### src/rtl/mii_tx_frame_sink.sv
// PHY-end MII transmit sink: strips preamble/SFD, assembles nibbles into a byte
// stream with sof/eof markers, and reports CRC-32, alignment and length status per frame.
module mii_tx_frame_sink #(
  parameter int MIN_FRAME = 64,
  parameter int MAX_FRAME = 1518,
  parameter int PRE_MIN   = 1,
  parameter int LEN_W     = 11
) (
  input  logic             phy_clk,
  input  logic             rst,
  input  logic             tx_en,
  input  logic [3:0]       tx_data,
  output logic [7:0]       m_data,
  output logic             m_valid,
  output logic             m_sof,
  output logic             m_eof,
  output logic             m_err,
  output logic [LEN_W-1:0] frame_len,
  output logic [15:0]      frm_ok_cnt,
  output logic [15:0]      frm_err_cnt
);

  typedef enum logic [1:0] {IDLE, PRE, DATA, DROP} state_t;

  localparam logic [31:0]      CRC_POLY = 32'hEDB88320;
  localparam logic [31:0]      CRC_INIT = 32'hFFFFFFFF;
  localparam logic [31:0]      CRC_GOOD = 32'hC704DD7B;
  localparam logic [LEN_W-1:0] LEN_SAT  = '1;
  localparam logic [7:0]       PRE_SAT  = '1;

  state_t           state, state_nxt;
  logic             en_q;
  logic [7:0]       pre_cnt;
  logic [3:0]       low_nib;
  logic             nib_odd;
  logic [7:0]       hold;
  logic             hold_vld;
  logic             sof_pend;
  logic [LEN_W-1:0] byte_cnt;
  logic [31:0]      crc;

  logic             pre_start, sfd_seen, frame_close, abort, close_bad;
  logic [7:0]       byte_new;

  function automatic logic [31:0] crc_byte(input logic [31:0] c_in, input logic [7:0] data);
    logic [31:0] c;
    c = c_in ^ {24'd0, data};
    for (int i = 0; i < 8; i++) c = c[0] ? ((c >> 1) ^ CRC_POLY) : (c >> 1);
    return c;
  endfunction

  // The reflected register holds the residue LSB-first; compare it in normal bit order.
  function automatic logic [31:0] bit_rev32(input logic [31:0] v);
    logic [31:0] r;
    for (int i = 0; i < 32; i++) r[i] = v[31-i];
    return r;
  endfunction

  always_ff @(posedge phy_clk) begin
    if (rst) state <= IDLE;
    else     state <= state_nxt;
  end

  always_comb begin
    // NOTE: default assignment first so no path leaves state_nxt unassigned (no latch).
    state_nxt = state;
    unique case (state)
      IDLE: if (tx_en) state_nxt = (tx_data == 4'h5 && !en_q) ? PRE : DROP;
      PRE: begin
        if (!tx_en)                                        state_nxt = IDLE;
        else if (tx_data == 4'hD && pre_cnt >= 8'(PRE_MIN)) state_nxt = DATA;
        else if (tx_data != 4'h5)                          state_nxt = DROP;
      end
      DATA:    if (!tx_en) state_nxt = IDLE;
      DROP:    if (!tx_en) state_nxt = IDLE;
      default: state_nxt = IDLE;
    endcase
  end

  always_comb begin
    pre_start   = (state == IDLE) && (state_nxt == PRE);
    sfd_seen    = (state == PRE) && (state_nxt == DATA);
    frame_close = (state == DATA) && !tx_en;
    abort       = ((state == PRE) || (state == DROP)) && !tx_en;
    byte_new    = {tx_data, low_nib};
    close_bad   = (bit_rev32(crc) != CRC_GOOD) || nib_odd ||
                  (byte_cnt < LEN_W'(MIN_FRAME)) || (byte_cnt > LEN_W'(MAX_FRAME));
  end

  // en_q resets high: a frame already in flight when reset releases is dropped, not re-synced.
  always_ff @(posedge phy_clk) begin
    if (rst) begin
      m_data      <= '0;
      m_valid     <= 1'b0;
      m_sof       <= 1'b0;
      m_eof       <= 1'b0;
      m_err       <= 1'b0;
      frame_len   <= '0;
      frm_ok_cnt  <= '0;
      frm_err_cnt <= '0;
      en_q        <= 1'b1;
      pre_cnt     <= '0;
      low_nib     <= '0;
      nib_odd     <= 1'b0;
      hold        <= '0;
      hold_vld    <= 1'b0;
      sof_pend    <= 1'b0;
      byte_cnt    <= '0;
      crc         <= CRC_INIT;
    end else begin
      // NOTE: non-blocking throughout so every register samples pre-edge values.
      en_q    <= tx_en;
      m_valid <= 1'b0;
      m_sof   <= 1'b0;
      m_eof   <= 1'b0;
      m_err   <= 1'b0;

      if (pre_start)
        pre_cnt <= 8'd1;
      else if (state == PRE && tx_en && tx_data == 4'h5 && pre_cnt != PRE_SAT)
        pre_cnt <= pre_cnt + 8'd1;

      if (sfd_seen) begin
        nib_odd  <= 1'b0;
        hold_vld <= 1'b0;
        sof_pend <= 1'b1;
        byte_cnt <= '0;
        crc      <= CRC_INIT;
      end

      if (state == DATA && tx_en) begin
        if (!nib_odd) begin
          low_nib <= tx_data;
          nib_odd <= 1'b1;
        end else begin
          nib_odd  <= 1'b0;
          hold     <= byte_new;
          hold_vld <= 1'b1;
          crc      <= crc_byte(crc, byte_new);
          if (byte_cnt != LEN_SAT) byte_cnt <= byte_cnt + 1'b1;
          if (hold_vld) begin
            m_valid  <= 1'b1;
            m_data   <= hold;
            m_sof    <= sof_pend;
            sof_pend <= 1'b0;
          end
        end
      end

      if (frame_close) begin
        nib_odd  <= 1'b0;
        hold_vld <= 1'b0;
        sof_pend <= 1'b0;
        crc      <= CRC_INIT;
        if (hold_vld) begin
          m_valid   <= 1'b1;
          m_data    <= hold;
          m_sof     <= sof_pend;
          m_eof     <= 1'b1;
          m_err     <= close_bad;
          frame_len <= byte_cnt;
          if (close_bad) frm_err_cnt <= frm_err_cnt + 16'd1;
          else           frm_ok_cnt  <= frm_ok_cnt + 16'd1;
        end else begin
          frm_err_cnt <= frm_err_cnt + 16'd1;
        end
      end

      if (abort) frm_err_cnt <= frm_err_cnt + 16'd1;
    end
  end

endmodule

### config.mk
export PLATFORM = sky130hd
export DESIGN_NAME = mii_tx_frame_sink
export DESIGN_NICKNAME = d
export VERILOG_FILES = /design/src/rtl/mii_tx_frame_sink.sv
export SDC_FILE = /design/constraint.sdc
export NUM_CORES = 1
export LEC_CHECK = 0
export CELL_PAD_IN_SITES_DETAIL_PLACEMENT = 1
export CELL_PAD_IN_SITES_GLOBAL_PLACEMENT = 1
export CORE_MARGIN = 8
export CORE_UTILIZATION = 25
export DETAILED_ROUTE_END_ITERATION = 7
export GPL_ROUTABILITY_DRIVEN = 0
export GPL_TIMING_DRIVEN = 0
export PLACE_DENSITY = 0.5
export SKIP_CTS_REPAIR_TIMING = 1
export SLEW_MARGIN = 30
export SYNTH_ARGS = -nofsm -noshare
export SYNTH_HDL_FRONTEND = slang
export SYNTH_SLANG_ARGS = --single-unit
### constraint.sdc
create_clock -name phy_clk -period 5.6 [get_ports phy_clk]
set_clock_uncertainty 0.2 [all_clocks]
set_input_delay 1.12 -clock phy_clk [delete_from_list [all_inputs] [get_ports phy_clk]]
set_output_delay 1.12 -clock phy_clk [all_outputs]
set_load 0.005 [all_outputs]
==> qor.txt <==
max-cap violations -> 0
drt wl/cell -> 17.5 um
worst hold slack -> 0.256 ns
Total GRT Usage -> 13.6%
vias in the first global route -> 5,408
headroom to the max-slew limit -> 32.7%
Slew Limit Fails -> 0
top_reg_cell synth -> dfxtp_1
Clock Tree Root -> clkbuf_16
via count -> 5,048
hold wc startpoint -> hold[1]
# DRC -> 0
htree depth -> 4
Max rail drop VDD -> 0.000179 V
#FFs+latches synth -> 124
die width -> 169 um
Post-synth top cells -> 124 x dfxtp_1, 88 x nor2_1, 66 x xnor2_1, 63 x nand2_1, 39 x a21oi_1
Post-Synthesis Cells -> 667
critical path peak fanout -> 10
Routed Antenna Nets -> 0
Final HPWL DP -> 14,100 um
CP Class -> input port to flip-flop
Pre-antenna DRT Iters -> 4
Finished Layout Cells -> 1,079
leakage -> 0.00253 uW
antenna diode count -> 0
largest cells by area after synthesis -> dfxtp_1 42%, xnor2_1 9.9%, nor2_1 5.6%, xor2_1 4.6%, nand2_1 4.0%
Synth Area per Inst -> 8.78 sq um
CORE AREA -> 23,300 sq um
synthesized area -> 5860 sq um
Worst-Margin Slew -> 1.00 ns
Vias/cell -> 4.68
R2R Path Start -> pre_cnt[0]
critical path required time -> 5.75 ns
final setup violation count -> 0
Yosys top cell by area -> dfxtp_1
synthesized net count -> 680
Final Cycle Share -> 70.4%
RSZ-0062 raised after global routing -> false
Final Util -> 32.0%
DP Worst Slack -> 1.26 ns
crit path from -> tx_data[1]
Placed Cells -> 1,047
Min-Delay Path Class -> flip-flop to flip-flop
Max clock buf depth -> 2
Synth top area share -> 42.4%
CTS clk-pin slew, worst paths -> 0.06 ns
io pins -> 62
initial antenna violation count -> 0
count of cell types in the netlist -> 54
most frequent cell after synthesis -> dfxtp_1
Initial Utilization -> 25.2%
count of input and output buffers -> 61
final hold vios -> 0
reg-to-reg slack, setup -> 2.42 ns
min cycle time layout -> 3.94 ns
Area Overhead vs Synth -> 27.1%
Post-synth EDFFs -> 0
outcome -> complete, no violations
most used cell, CP -> clkbuf_1
Total Die Area -> 28,600 sq um
Layout Nets -> 760
first-pass GRT wire length -> 30,500 um
CP arrival -> 4.09 ns
Clk Latency, worst-skew pair -> 0.43 ns
CTS tree -> built
CTS Buf Count -> 17
Crit. End Element -> flip-flop
achievable frequency -> 254 MHz
DRT iter0 DRCs -> 169
largest net degree at the start of global routing -> 17
num rows -> 56
critical path's largest stage delay -> 0.57 ns
die height -> 169 um
Ys Warns -> 0
Worst setup SP type -> input port
Routed WL -> 18,900 um
crit path max-delay cell type -> clkdlybuf4s50_1
Seq/Total Area, Yosys -> 42.4%
crit path cell chain -> clkdlybuf4s50_1 > nand4bb_1 > a211oi_1 > and2_1 > clkbuf_1 > clkbuf_1 > o21ai_0 > o211ai_1
ratio of cells with drive above 1 in the final layout -> 6.71%
Pwr Density -> 286 nW/um^2
final worst slack -> 1.66 ns
share of synthesized registers carrying an async set or reset -> 0%
total global routing overflow -> 0
Clock Sinks -> 124
setup_tns -> 0 ns
-- cell families (layout without fill, tap and decap cells) --
| group | Yosys count | in the layout | share of synthesized area (%) |
|---|---|---|---|
| AO/OA/AOI/OAI | 111 | 111 | 12.7 |
| adder cells (fa/ha/maj) | 6 | 6 | 1.28 |
| AND/OR/NAND/NOR | 268 | 268 | 21.9 |
| XOR/XNOR | 103 | 103 | 16.4 |
| buffers and inverters | 40 | 133 | 2.76 |
| multiplexers | 15 | 15 | 2.59 |
| flip-flops | 124 | 124 | 42.4 |
-- critical path: cells and delay by family --
kind / cells / cell delay, ns
buffers and inverters: 3 / 1.56
AOI/OAI and AO/OA: 3 / 0.80
and+or+nand+nor: 2 / 0.59
-- power by group --
group / switching [uW] / internal (uW)
sequential: 8.00 / 889
clock: 420 / 671
combinational: 88.7 / 54.9
total: 516 / 1610
-- flip-flops by register name (all words and copies together) (netlist names), 2 cells and up --
name	count
m_data	8
frame_len	11
frm_ok_cnt	16
low_nib	4
pre_cnt	8
byte_cnt	11
crc	32
hold	8
frm_err_cnt	16
state	2
-- metal layers --
metal | global-route usage, % | part of all wire (%)
met1 | 17.5 | 48
met2 | 22.2 | 47
met4 | 4.69 | 1.6
met5 | 0 | 0
met3 | 2.82 | 3.5
-- path summary, 6_finish.rpt --
| path | end | cells past startpoint |
|---|---|---|
| worst min-delay path | hold[1] | 2 |
| worst min register to register | hold[1] | 2 |
| worst max-delay path | crc[17] | 8 |
| worst max register to register | crc[17] | 9 |
-- through the flow --
step / cell area, sq um / total power [uW]
detailed placement: 6870 / 1060
global route: 7440 / 2220
floorplan: 5860 / 1010
global placement: 6870 / 1060
CTS: 7440 / 2170
finish: 7440 / 2130
-- cell type report --
class                           instances  area (sq um)
Buffer                                 32           131
Clock buffer                           19           453
Clock inverter                         13           124
Fill cell                            2729         15800
Inverter                                8          30.0
Multi-Input combinational cell        503          3210
Sequential cell                       124          2480
Tap cell                              319           399
Timing Repair Buffer                   61           611
-- placed cells by master (no fill, tap or decap), drive strengths merged, types with 21 or more instances in the layout --
cell           netlist  final
dfxtp              124    124
nor2                88     88
xnor2               69     69
nand2               63     63
clkdlybuf4s50        0     61
clkbuf              29     48
a21oi               39     39
xor2                34     34
o21ai               31     31
nor3                29     29
nand3               21     21
Note: power is estimated with default switching activity, not from simulation.
